`src/rtl/vga_rx_pkg.sv`:
```
// Shared types and nominal 640x480@60 timing for the VGA receive-side timing decoder.
package vga_rx_pkg;

  localparam int H_TOTAL_DEF     = 800;
  localparam int V_TOTAL_DEF     = 525;
  localparam int H_ACTIVE_DEF    = 640;
  localparam int V_ACTIVE_DEF    = 480;
  localparam int CW_DEF          = 10;
  localparam int LOCK_FRAMES_DEF = 2;

  typedef enum logic [1:0] {
    ST_UNLOCKED = 2'd0,
    ST_CHECK    = 2'd1,
    ST_LOCKED   = 2'd2
  } state_t;

endpackage

```
`src/rtl/vga_rx_timing_decoder_sync_edge_detect.sv`:
```
// Two-stage register on an active-low sync input with a one-cycle falling-edge pulse.
module sync_edge_detect (
  input  logic clk,
  input  logic reset,
  input  logic d,
  output logic fall
);

  logic s1, s2;

  // Both stages clear to 0 so no falling edge can be reported straight out of reset.
  always_ff @(posedge clk) begin
    if (reset) begin
      s1 <= 1'b0;
      s2 <= 1'b0;
    end else begin
      s1 <= d;
      s2 <= s1;
    end
  end

  assign fall = s2 & ~s1;

endmodule

```
`src/rtl/vga_rx_timing_decoder.sv`:
```
// Samples a VGA stream, recovers active-pixel coordinates, measures line/frame periods
// and tracks lock against nominal timing. Pin-to-output latency is a fixed 2 clocks.
module vga_rx_timing_decoder
  import vga_rx_pkg::*;
#(
  parameter int H_TOTAL     = H_TOTAL_DEF,
  parameter int V_TOTAL     = V_TOTAL_DEF,
  parameter int H_ACTIVE    = H_ACTIVE_DEF,
  parameter int V_ACTIVE    = V_ACTIVE_DEF,
  parameter int CW          = CW_DEF,
  parameter int LOCK_FRAMES = LOCK_FRAMES_DEF
) (
  input  logic          clk,
  input  logic          reset,
  input  logic          vga_hs,
  input  logic          vga_vs,
  input  logic          vga_blank_n,
  input  logic [23:0]   vga_rgb,
  output logic          pix_valid,
  output logic [CW-1:0] pix_x,
  output logic [CW-1:0] pix_y,
  output logic [23:0]   pix_rgb,
  output logic          line_start,
  output logic          frame_start,
  output logic          locked,
  output logic          sync_error,
  output logic [CW-1:0] h_meas,
  output logic [CW-1:0] v_meas,
  output state_t        dbg_state
);

  localparam int GW = (LOCK_FRAMES > 1) ? $clog2(LOCK_FRAMES + 1) : 1;
  localparam logic [CW-1:0] ONE     = CW'(1);
  localparam logic [CW-1:0] CMAX    = '1;
  localparam logic [CW-1:0] CMAX_M1 = CMAX - ONE;
  localparam logic [CW-1:0] H_TOT_C = CW'(H_TOTAL);
  localparam logic [CW-1:0] V_TOT_C = CW'(V_TOTAL);
  localparam logic [CW-1:0] H_ACT_C = CW'(H_ACTIVE);
  localparam logic [CW-1:0] V_ACT_C = CW'(V_ACTIVE);
  localparam logic [GW-1:0] LOCK_C  = GW'(LOCK_FRAMES);

  logic          hs_fall, vs_fall;
  logic          blank_r;
  logic [23:0]   rgb_r;
  logic [CW-1:0] h_cnt, v_cnt, x_cnt, y_cnt;
  logic [CW-1:0] x_cur, v_period;
  logic          seen_hs, seen_vs, line_act;
  logic          h_mis, v_mis, h_lost;

  state_t        state_q, state_d;
  logic [GW-1:0] good_q, good_d;
  logic          err_d;

  sync_edge_detect u_hs (.clk(clk), .reset(reset), .d(vga_hs), .fall(hs_fall));
  sync_edge_detect u_vs (.clk(clk), .reset(reset), .d(vga_vs), .fall(vs_fall));

  // h_cnt restarts at 1 so that at the next HS fall it equals the period in clocks.
  assign x_cur    = hs_fall ? '0 : x_cnt;
  assign v_period = (hs_fall && v_cnt != CMAX) ? v_cnt + ONE : v_cnt;
  assign h_mis    = hs_fall && seen_hs && (h_cnt != H_TOT_C);
  assign v_mis    = vs_fall && (v_period != V_TOT_C);
  assign h_lost   = !hs_fall && (h_cnt == CMAX_M1);

  // pix_valid qualifies pix_x/pix_y/pix_rgb for exactly one cycle; there is no backpressure.
  always_ff @(posedge clk) begin
    if (reset) begin
      blank_r     <= 1'b0;
      rgb_r       <= '0;
      h_cnt       <= '0;
      v_cnt       <= '0;
      x_cnt       <= '0;
      y_cnt       <= '0;
      seen_hs     <= 1'b0;
      seen_vs     <= 1'b0;
      line_act    <= 1'b0;
      h_meas      <= '0;
      v_meas      <= '0;
      line_start  <= 1'b0;
      frame_start <= 1'b0;
      pix_valid   <= 1'b0;
      pix_x       <= '0;
      pix_y       <= '0;
      pix_rgb     <= '0;
    end else begin
      blank_r     <= vga_blank_n;
      rgb_r       <= vga_rgb;
      line_start  <= hs_fall;
      frame_start <= vs_fall;

      if (hs_fall) begin
        h_cnt   <= ONE;
        seen_hs <= 1'b1;
        if (seen_hs) h_meas <= h_cnt;
      end else if (h_cnt != CMAX) begin
        h_cnt <= h_cnt + ONE;
      end

      // An HS fall coincident with the VS fall belongs to the frame being closed.
      if (vs_fall) begin
        v_cnt   <= '0;
        seen_vs <= 1'b1;
        if (seen_vs) v_meas <= v_period;
      end else if (hs_fall && v_cnt != CMAX) begin
        v_cnt <= v_cnt + ONE;
      end

      pix_valid <= blank_r && (x_cur < H_ACT_C) && (y_cnt < V_ACT_C);
      pix_x     <= x_cur;
      pix_y     <= y_cnt;
      pix_rgb   <= rgb_r;

      if (blank_r && x_cur != CMAX) x_cnt <= x_cur + ONE;
      else                          x_cnt <= x_cur;

      if (hs_fall)      line_act <= blank_r;
      else if (blank_r) line_act <= 1'b1;

      if (vs_fall)                                  y_cnt <= '0;
      else if (hs_fall && line_act && y_cnt != CMAX) y_cnt <= y_cnt + ONE;
    end
  end

  always_ff @(posedge clk) begin
    if (reset) begin
      state_q    <= ST_UNLOCKED;
      good_q     <= '0;
      sync_error <= 1'b0;
    end else begin
      state_q    <= state_d;
      good_q     <= good_d;
      sync_error <= err_d;
    end
  end

  always_comb begin
    state_d = state_q;
    good_d  = good_q;
    err_d   = 1'b0;
    case (state_q)
      ST_UNLOCKED: begin
        if (vs_fall) begin
          state_d = ST_CHECK;
          good_d  = '0;
        end
      end
      ST_CHECK: begin
        if (h_mis) begin
          state_d = ST_UNLOCKED;
          good_d  = '0;
        end else if (vs_fall) begin
          if (v_mis) begin
            good_d = '0;
          end else begin
            good_d = good_q + GW'(1);
            if (good_d == LOCK_C) state_d = ST_LOCKED;
          end
        end
      end
      ST_LOCKED: begin
        // A line fault outranks a frame fault; either way only one error pulse is raised.
        if (h_mis || h_lost) begin
          err_d   = 1'b1;
          state_d = ST_UNLOCKED;
          good_d  = '0;
        end else if (v_mis) begin
          err_d   = 1'b1;
          state_d = ST_CHECK;
          good_d  = '0;
        end
      end
      default: begin
        state_d = ST_UNLOCKED;
        good_d  = '0;
      end
    endcase
  end

  always_comb begin
    locked    = (state_q == ST_LOCKED);
    dbg_state = state_q;
  end

endmodule

```
`config.mk`:
```
export PLATFORM = sky130hd
export DESIGN_NAME = vga_rx_timing_decoder
export DESIGN_NICKNAME = d
export VERILOG_FILES = /design/src/rtl/vga_rx_pkg.sv /design/src/rtl/vga_rx_timing_decoder_sync_edge_detect.sv /design/src/rtl/vga_rx_timing_decoder.sv
export SDC_FILE = /design/constraint.sdc
export NUM_CORES = 1
export LEC_CHECK = 0
export ABC_AREA = 0
export CORE_ASPECT_RATIO = 1.2
export CORE_MARGIN = 4
export CORE_UTILIZATION = 39
export DETAILED_ROUTE_END_ITERATION = 8
export PLACE_DENSITY = 0.67
export SLEW_MARGIN = 40
export SYNTH_ARGS = -nofsm -noshare
export SYNTH_HDL_FRONTEND = slang
export SYNTH_SLANG_ARGS = --single-unit
```
`constraint.sdc`:
```
create_clock -name clk -period 5.5 [get_ports clk]
set_input_delay 1.1 -clock clk [delete_from_list [all_inputs] [get_ports clk]]
set_output_delay 1.1 -clock clk [all_outputs]
set_load 0.05 [all_outputs]
```
==> results of run 1 <==
cell families after synthesis:
logic type,Yosys count,synth area share (%)
XOR/XNOR,27,4.54
multiplexers,14,2.76
AO/OA/AOI/OAI,55,7.74
flip-flops,144,55.4
AND/OR/NAND/NOR,253,25.4
adder cells (fa/ha/maj),7,1.68
buffers and inverters,33,2.50
state kept, by name (all words and copies together) (netlist names), 10 cells and up:
register and count:
h_cnt 10, h_meas 10, pix_rgb 24, pix_x 10, pix_y 10, rgb_r 24
v_cnt 10, v_meas 10, x_cnt 10, y_cnt 10
path summary, 6_finish.rpt:
path / start / endpoint / cells past startpoint / slack (ps)
worst max-delay path: dbg_state[1] / locked / 3 / 2430
worst min-delay path: rgb_r[11] / pix_rgb[11] / 1 / 440
worst max register to register: u_hs.s1 / x_cnt[8] / 8 / 2890
worst min register to register: rgb_r[11] / pix_rgb[11] / 1 / 440
per-layer routing:
| layer | part of all wire (%) | wire, µm | global-route usage [%] |
|---|---|---|---|
| met1 | 42 | 4570 | 16.2 |
| met2 | 46 | 4950 | 23.0 |
| met3 | 10 | 1100 | 8.25 |
| met4 | 1.2 | 128 | 6.15 |
| met5 | 0 | 0 | 0 |
worst max-delay path, cell delays in order (launching register included):
cell	delay [ps]
dfxtp_1	390
inv_1	100
nor2_1	190
clkdlybuf4s50_1	880
cell usage in the layout (no fill, tap or decap), drive strengths merged, types with 2 or more instances in the layout:
cell | Yosys | layout
nand3b | 2 | 2
buf | 8 | 2
and2 | 14 | 14
o21ai | 4 | 4
inv | 6 | 8
clkbuf | 19 | 17
o31ai | 3 | 3
a21oi | 19 | 19
a211oi | 11 | 11
and4 | 2 | 2
nand2b | 6 | 6
nor2 | 77 | 77
or3 | 4 | 4
ha | 7 | 7
mux2i | 11 | 11
nand2 | 28 | 28
clkinv | 0 | 7
and3 | 7 | 7
nand3 | 17 | 17
clkdlybuf4s50 | 0 | 98
clkinvlp | 0 | 4
xor2 | 19 | 19
dfxtp | 144 | 144
a41oi | 3 | 3
nor3 | 7 | 7
nor4b | 2 | 2
bufinv | 0 | 2
or2 | 2 | 2
xnor2 | 8 | 8
nor2b | 66 | 66
nand4 | 15 | 15
mux2 | 3 | 3
layout make-up:
cell class                 count  area (µm²)
tap                          168         210
timing repair buffer         100        1000
inverter                       6        22.5
clock inverter                15         161
clock buffer                  17         425
sequential                   144        2880
fill                        1187        6280
multi-input combinational    356        2200
power by group:
part	total [mW]	internal, mW	switching, mW
Clock	1.12	0.671	0.451
Combinational	0.129	0.0543	0.0749
Sequential	1.08	1.07	0.0139
Total	2.33	1.79	0.540
through the flow:
step | power, mW | worst slack, ps
6_report | 2.33 | 2430
5_1_grt | 2.42 | 2320
4_1_cts | 2.36 | 2430
3_5_place_dp | 1.24 | 2750
3_3_place_gp | 1.23 | 2610
2_1_floorplan | 1.19 | 2870
==> impl_metrics.yaml, run 1 <==
cts:
  cts-resized-gates: 0
  cts_setup_buffers: 0
  holdBufCountCts: 0
  numCtsBuffers: 17
  cts.path.max_buffers: 2
  cts.clk_slew.worst_paths_ps: 60
  cts.sinks: 144
  tritoncts: "built"
  h-tree-depth: 4
  root_buffer: "clkbuf_16"
  clk_latency_ps: 410
global_routing:
  grt_max_degree: 110
  grt_pass1_vias: 3959
  overflow: 0
  antenna_found_initial: 0
  grt_pass1_wl_um: 17900
  globalRouteTotalUtil_pct: 14.6
sta:
  final_hold_viol_count: 0
  timing.fmax_ghz: 0.326
  finalSetupViolations: 0
  fin_crit_sh_pct: 55.8
  rsz0062_at_grt: "no"
  fin_skew_ps: 7.24
  tightest_slew_ps: 809
  whs_ps: 436
  period_minus_slack_ps: 3070
  drv_slew: 0
  slew_headroom_pct: 46.0
  fin_tns_setup_ps: 0
layout:
  fin_nets: 661
  fin_area_um2: 6900
  area_delta_synth_final_pct: 32.5
  n_antenna_cell: 0
  fin_cells: 806
  final_core_util_pct: 52.3
  drive_gt1_share_pct: 7.37
routing:
  routed_wl_um: 10800
  vias: 3938
  drc: 0
  postRouteAntennaNets: 0
  drt_iter0_drc: 232
  first_pass_iters: 4
  wl_per_cell_um: 13.3
  detail_route.vias_per_cell: 4.89
placement:
  gp_congestion: 0.805
  dp_hpwl_um: 7290
  numPortBuffers: 99
  dpl-instance-area_um2: 6310
  dpl.cell_count: 774
yosys:
  synth_seq_cells: 144
  yosys.area.top_type_share_pct: 55.4
  synth.most_common_cell: "dfxtp_1"
  synth_area_leaders: "dfxtp_1 (55%), nor2b_1 (7.9%), nor2_1 (5.6%), xor2_1 (3.2%), mux2i_1 (2.1%)"
  syn_inst: 533
  synth_edf_count: 0
  yosysTopAreaCell: "dfxtp_1"
  synth_warnings: 0
  synth.distinct_cells: 54
  syn_area_per_cell_um2: 9.77
  synth_flop_cell: "dfxtp_1"
  synth_area_um2: 5210
  ys_top_cells_by_count: "dfxtp_1 (144), nor2_1 (77), nor2b_1 (66)"
  async_reset_ff_share_pct: 0
  syn_nets: 569
  ys_seq_area_share_pct: 55.4
setup_path:
  cp-start-kind: "register"
  crit_type: "reg -> out"
  required_ps: 4400
  path_max_fanout: 5
  end_kind: "output port"
  worst_ep_arrival_time_ps: 1970
floorplan:
  die_w_um: 113
  row_count: 46
  core_um2: 13200
  start_util_pct: 39.5
  ios: 100
  die-height_um: 135
  die-area_um2: 15300
job:
  cap_viol_max_count: 0
hold_path:
  hp-class: "reg -> reg"
outcome:
  status: "finished clean"
power:
  p_per_area_nw_per_um2: 338
  leakage_nw: 2.55
  ir_worst_vdd_mv: 0.206
Power figures use the tool's default switching activity.
==> inputs of run 2 (changes only) <==
--- a/config.mk
+++ b/config.mk
@@ -10,7 +10,7 @@
 export CORE_MARGIN = 4
 export CORE_UTILIZATION = 39
 export DETAILED_ROUTE_END_ITERATION = 8
-export PLACE_DENSITY = 0.67
+export PLACE_DENSITY = 0.69
 export SLEW_MARGIN = 40
 export SYNTH_ARGS = -nofsm -noshare
 export SYNTH_HDL_FRONTEND = slang
==> constraint.sdc (replaced) <==
create_clock -name clk -period 2.71 [get_ports clk]
set_input_delay 0.542 -clock clk [delete_from_list [all_inputs] [get_ports clk]]
set_output_delay 0.542 -clock clk [all_outputs]
set_load 0.05 [all_outputs]
==> run 2 against run 1 <==
Via count down 0.48%; core utilization increased by 0.62 points; routed wire length grew 0.16%; count of clock-buffer cells in the layout rose by 1; cell area rose by 1.2%; critical path depth did not move; first-iteration DRC count down 9.9%; sequential power increased by 100%; critical path type unchanged; largest power group unchanged.
==> impl_metrics.yaml, run 2 (synthesis gave the netlist of run 1 again) <==
sta:
  fin_tns_setup_ps: 0
  slew_headroom_pct: 50.3
  fin_crit_sh_pct: 92.6
  drv_slew: 0
  tightest_slew_ps: 746
  fin_skew_ps: 13.8
  finalSetupViolations: 0
  rsz0062_at_grt: "no"
  timing.fmax_ghz: 0.398
  final_hold_viol_count: 0
  period_minus_slack_ps: 2510
routing:
  drc: 0
  vias: 3919
  detail_route.vias_per_cell: 4.84
  routed_wl_um: 10800
  wl_per_cell_um: 13.3
  drt_iter0_drc: 209
  first_pass_iters: 5
  postRouteAntennaNets: 0
layout:
  layout_common_cells: "dfxtp_1 (144), clkdlybuf4s50_1 (98), nor2_1 (77), nor2b_1 (66), nand2_1 (28)"
  fin_nets: 665
  fin_cells: 810
  reg_top3: "pix_rgb x24, rgb_r x24"
  area_delta_synth_final_pct: 34.0
  n_fill_cell: 1221
  n_antenna_cell: 0
  drive_gt1_share_pct: 7.79
  final_common_cell: "dfxtp_1"
cts:
  h-tree-depth: 4
  cts_setup_buffers: 0
  cts.clk_slew.worst_paths_ps: 60
  holdBufCountCts: 0
  cts.path.max_buffers: 2
  root_buffer: "clkbuf_16"
  clk_latency_ps: 420
  numCtsBuffers: 17
  tritoncts: "built"
  cts.sinks: 144
  cts-resized-gates: 0
floorplan:
  die-height_um: 135
  ios: 100
  start_util_pct: 39.5
  row_count: 46
  die_w_um: 113
  die-area_um2: 15300
  core_um2: 13200
setup_path:
  rr_worst_depth: 7
  crit_type: "reg -> out"
  end_kind: "output port"
  cp-start-kind: "register"
  crit_buf_inv: 2
  worst_ep_arrival_time_ps: 1970
  critPathSlowestCell: "clkdlybuf4s50_1"
  crit_cells: 3
  required_ps: 2170
  crit_path_max_incr_delay_ps: 870
  r2r_slack_ps: 270
  path_max_fanout: 5
  cpLargestDelayFamily: "buffers and inverters"
  cp_cell_sequence: "inv_1, nor2_1, clkdlybuf4s50_1"
placement:
  numPortBuffers: 99
  gp_congestion: 0.873
  dpl.cell_count: 778
  dp_hpwl_um: 7570
power:
  p_per_area_nw_per_um2: 709
  leakage_nw: 2.60
  ir_worst_vdd_mv: 0.399
hold_path:
  hp-class: "reg -> reg"
  hold_path_depth: 1
global_routing:
  overflow: 0
  grt_pass1_vias: 3905
  busiest_layer: "met2"
  grt_pass1_wl_um: 18100
  antenna_found_initial: 0
  grt_max_degree: 79
  met2_usage_pct: 23.4
  grt_util_met3_pct: 8.25
  grt_util_met1_pct: 16.4
  globalRouteTotalUtil_pct: 14.7
job:
  cap_viol_max_count: 0
outcome:
  status: "finished clean"
[run 2: worst register-to-register path, cell delays in order (launching register included)]
cell	delay (ps)
dfxtp_1	470
ha_1	310
nand3_1	220
o31ai_2	370
mux2_2	400
a211oi_2	200
nand2_1	130
a221oi_2	260
[run 2: final timing paths]
path | start | end
setup / recovery | dbg_state[1] | locked
hold / removal | rgb_r[10] | pix_rgb[10]
setup reg to reg | v_cnt[0] | dbg_state[1]
hold reg to reg | rgb_r[10] | pix_rgb[10]
[run 2: per-stage QoR]
step	setup WS (ps)	utilization (%)	power (mW)	area (µm²)	hold WS [ps]
4_1_cts	192	53.0	5.02	6980	438
5_1_grt	69.0	53.0	5.13	6980	456
2_1_floorplan	509	-	2.41	5210	414
3_3_place_gp	391	48.1	2.50	6340	415
6_report	201	53.0	4.95	6980	435
3_5_place_dp	289	48.1	2.51	6340	424
[run 2: report_power, final]
group | total (mW) | internal (mW) | leakage [nW] | switching, mW
sequential | 2.20 | 2.17 | 1.17 | 0.0285
combinational | 0.266 | 0.112 | 1.12 | 0.154
clock | 2.49 | 1.58 | 0.308 | 0.906
total | 4.95 | 3.86 | 2.60 | 1.09
[run 2: layout make-up]
class,instances,area (µm²),area share [%]
clock buffers,18,439,6.29
clock inverters,14,205,2.94
inverters,6,22.5,0.323
multi-input cells,356,2190,31.4
flip-flops and latches,144,2880,41.3
well taps,168,210,3.01
repair buffers,104,1030,14.7
[run 2: per-layer routing]
metal  part of all wire, %  vias up
li1                      -     1984
met2                    47      107
met4                   1.0        0
met3                    11       12
met1                    41     1816
met5                     0        -
==> inputs of run 3 (changes only) <==
--- a/config.mk
+++ b/config.mk
@@ -9,7 +9,9 @@
 export CORE_ASPECT_RATIO = 1.2
 export CORE_MARGIN = 4
 export CORE_UTILIZATION = 39
+export CTS_CLUSTER_DIAMETER = 60
 export DETAILED_ROUTE_END_ITERATION = 8
+export MAX_ROUTING_LAYER = met4
 export PLACE_DENSITY = 0.69
 export SLEW_MARGIN = 40
 export SYNTH_ARGS = -nofsm -noshare
==> run 3 against run 2 <==
Worst setup slack worse by 4.5 ps; global-route usage up 0.42 points; total power about the same; core utilization unchanged.
==> impl_metrics.yaml, run 3 (synthesis gave the netlist of run 1 again) <==
outcome:
  status: "finished clean"
floorplan:
  die_w_um: 113
  row_count: 46
  ios: 100
  die-area_um2: 15300
  core_um2: 13200
  die-height_um: 135
  start_util_pct: 39.5
setup_path:
  cp-start-kind: "register"
  r2r_slack_ps: 270
  crit_path_start: "dbg_state[1]"
  r2r_end: "dbg_state[1]"
  crit_type: "reg -> out"
  worst_ep_arrival_time_ps: 1970
  required_ps: 2170
  crit_path_end: "locked"
  rr_worst_depth: 7
  end_kind: "output port"
  r2r-start: "v_cnt[0]"
  path_max_fanout: 5
power:
  ir_worst_vdd_mv: 0.398
  leakage_nw: 2.60
  p_per_area_nw_per_um2: 709
global_routing:
  grt_pass1_wl_um: 18100
  antenna_found_initial: 0
  overflow: 0
  grt_pass1_vias: 3915
  globalRouteTotalUtil_pct: 15.2
  grt_max_degree: 79
routing:
  routed_wl_um: 10800
  drc: 0
  wl_per_cell_um: 13.3
  vias: 3892
  postRouteAntennaNets: 0
  detail_route.vias_per_cell: 4.80
  drt_iter0_drc: 222
  first_pass_iters: 4
cts:
  cts.sinks: 144
  cts.clk_slew.worst_paths_ps: 60
  cts.path.max_buffers: 2
  clk_latency_ps: 420
  holdBufCountCts: 0
  root_buffer: "clkbuf_16"
  numCtsBuffers: 17
  h-tree-depth: 4
  cts-resized-gates: 0
  cts_setup_buffers: 0
  tritoncts: "built"
placement:
  dpl.cell_count: 778
  dp_hpwl_um: 7570
  dpl-instance-area_um2: 6340
  numPortBuffers: 99
  gp_congestion: 0.888
sta:
  fin_skew_ps: 15.9
  tightest_slew_ps: 750
  period_minus_slack_ps: 2510
  drv_slew: 0
  final_hold_viol_count: 0
  whs_ps: 435
  finalSetupViolations: 0
  fin_tns_setup_ps: 0
  rsz0062_at_grt: "no"
  fin_crit_sh_pct: 92.8
  timing.fmax_ghz: 0.398
  slew_headroom_pct: 50.0
layout:
  fin_nets: 665
  fin_area_um2: 6980
  fin_cells: 810
  final_common_cell: "dfxtp_1"
  layout_common_cells: "dfxtp_1 (144), clkdlybuf4s50_1 (98), nor2_1 (77), nor2b_1 (66), nand2_1 (28)"
  reg_top3: "pix_rgb x24, rgb_r x24"
  n_antenna_cell: 0
  area_delta_synth_final_pct: 34.0
  n_fill_cell: 1221
  drive_gt1_share_pct: 7.79
job:
  cap_viol_max_count: 0
hold_path:
  hp-class: "reg -> reg"
[run 3: cell counts in the layout (fill, tap and decap cells not counted)]
Identical to the previous run, type by type.
[run 3: how the worst min path moves through the flow]
stage,start,to,slack [ps],cells after the start
after CTS,rgb_r[10],pix_rgb[10],440,1
after global routing,rgb_r[7],pix_rgb[7],460,1
after floorplan,rgb_r[0],pix_rgb[0],410,1
final,rgb_r[10],pix_rgb[10],430,1
after global placement,rgb_r[23],pix_rgb[23],420,1
after detailed placement,rgb_r[10],pix_rgb[10],420,1
[run 3: worst max-delay path, cell delays in order, from the launching register on]
cell             delay (ps)
dfxtp_1                 410
inv_1                   110
nor2_1                  160
clkdlybuf4s50_1         870
[run 3: power breakdown]
part           switching [mW]  internal, mW  total [mW]
sequential             0.0285          2.17        2.20
combinational           0.154         0.112       0.266
clock                   0.907          1.58        2.49
total                    1.09          3.86        4.95
[run 3: cell type report]
type / instances / area (µm²) / area share (%)
clock buffers: 18 / 439 / 6.29
clock inverters: 14 / 205 / 2.94
flip-flops and latches: 144 / 2880 / 41.3
inverters: 6 / 22.5 / 0.323
well taps: 168 / 210 / 3.01
repair buffers: 104 / 1030 / 14.7
multi-input cells: 356 / 2190 / 31.4
[run 3: routing by layer]
| layer | share of wire, % | vias up | routed length, µm | track usage [%] |
|---|---|---|---|---|
| li1 | - | 1985 | - | - |
| met1 | 43 | 1795 | 4610 | 16.8 |
| met2 | 47 | 100 | 5030 | 23.6 |
| met4 | 0.97 | 0 | 105 | 5.61 |
| met5 | 0 | - | 0 | - |
| met3 | 9.6 | 12 | 1030 | 7.53 |
[run 3: per-stage QoR]
stage	power (mW)	utilization [%]	setup slack [ps]
CTS	5.02	53.0	192
floorplan	2.41	-	509
global route	5.13	53.0	69.0
detailed placement	2.51	48.1	289
finish	4.95	53.0	196
global placement	2.50	48.1	391
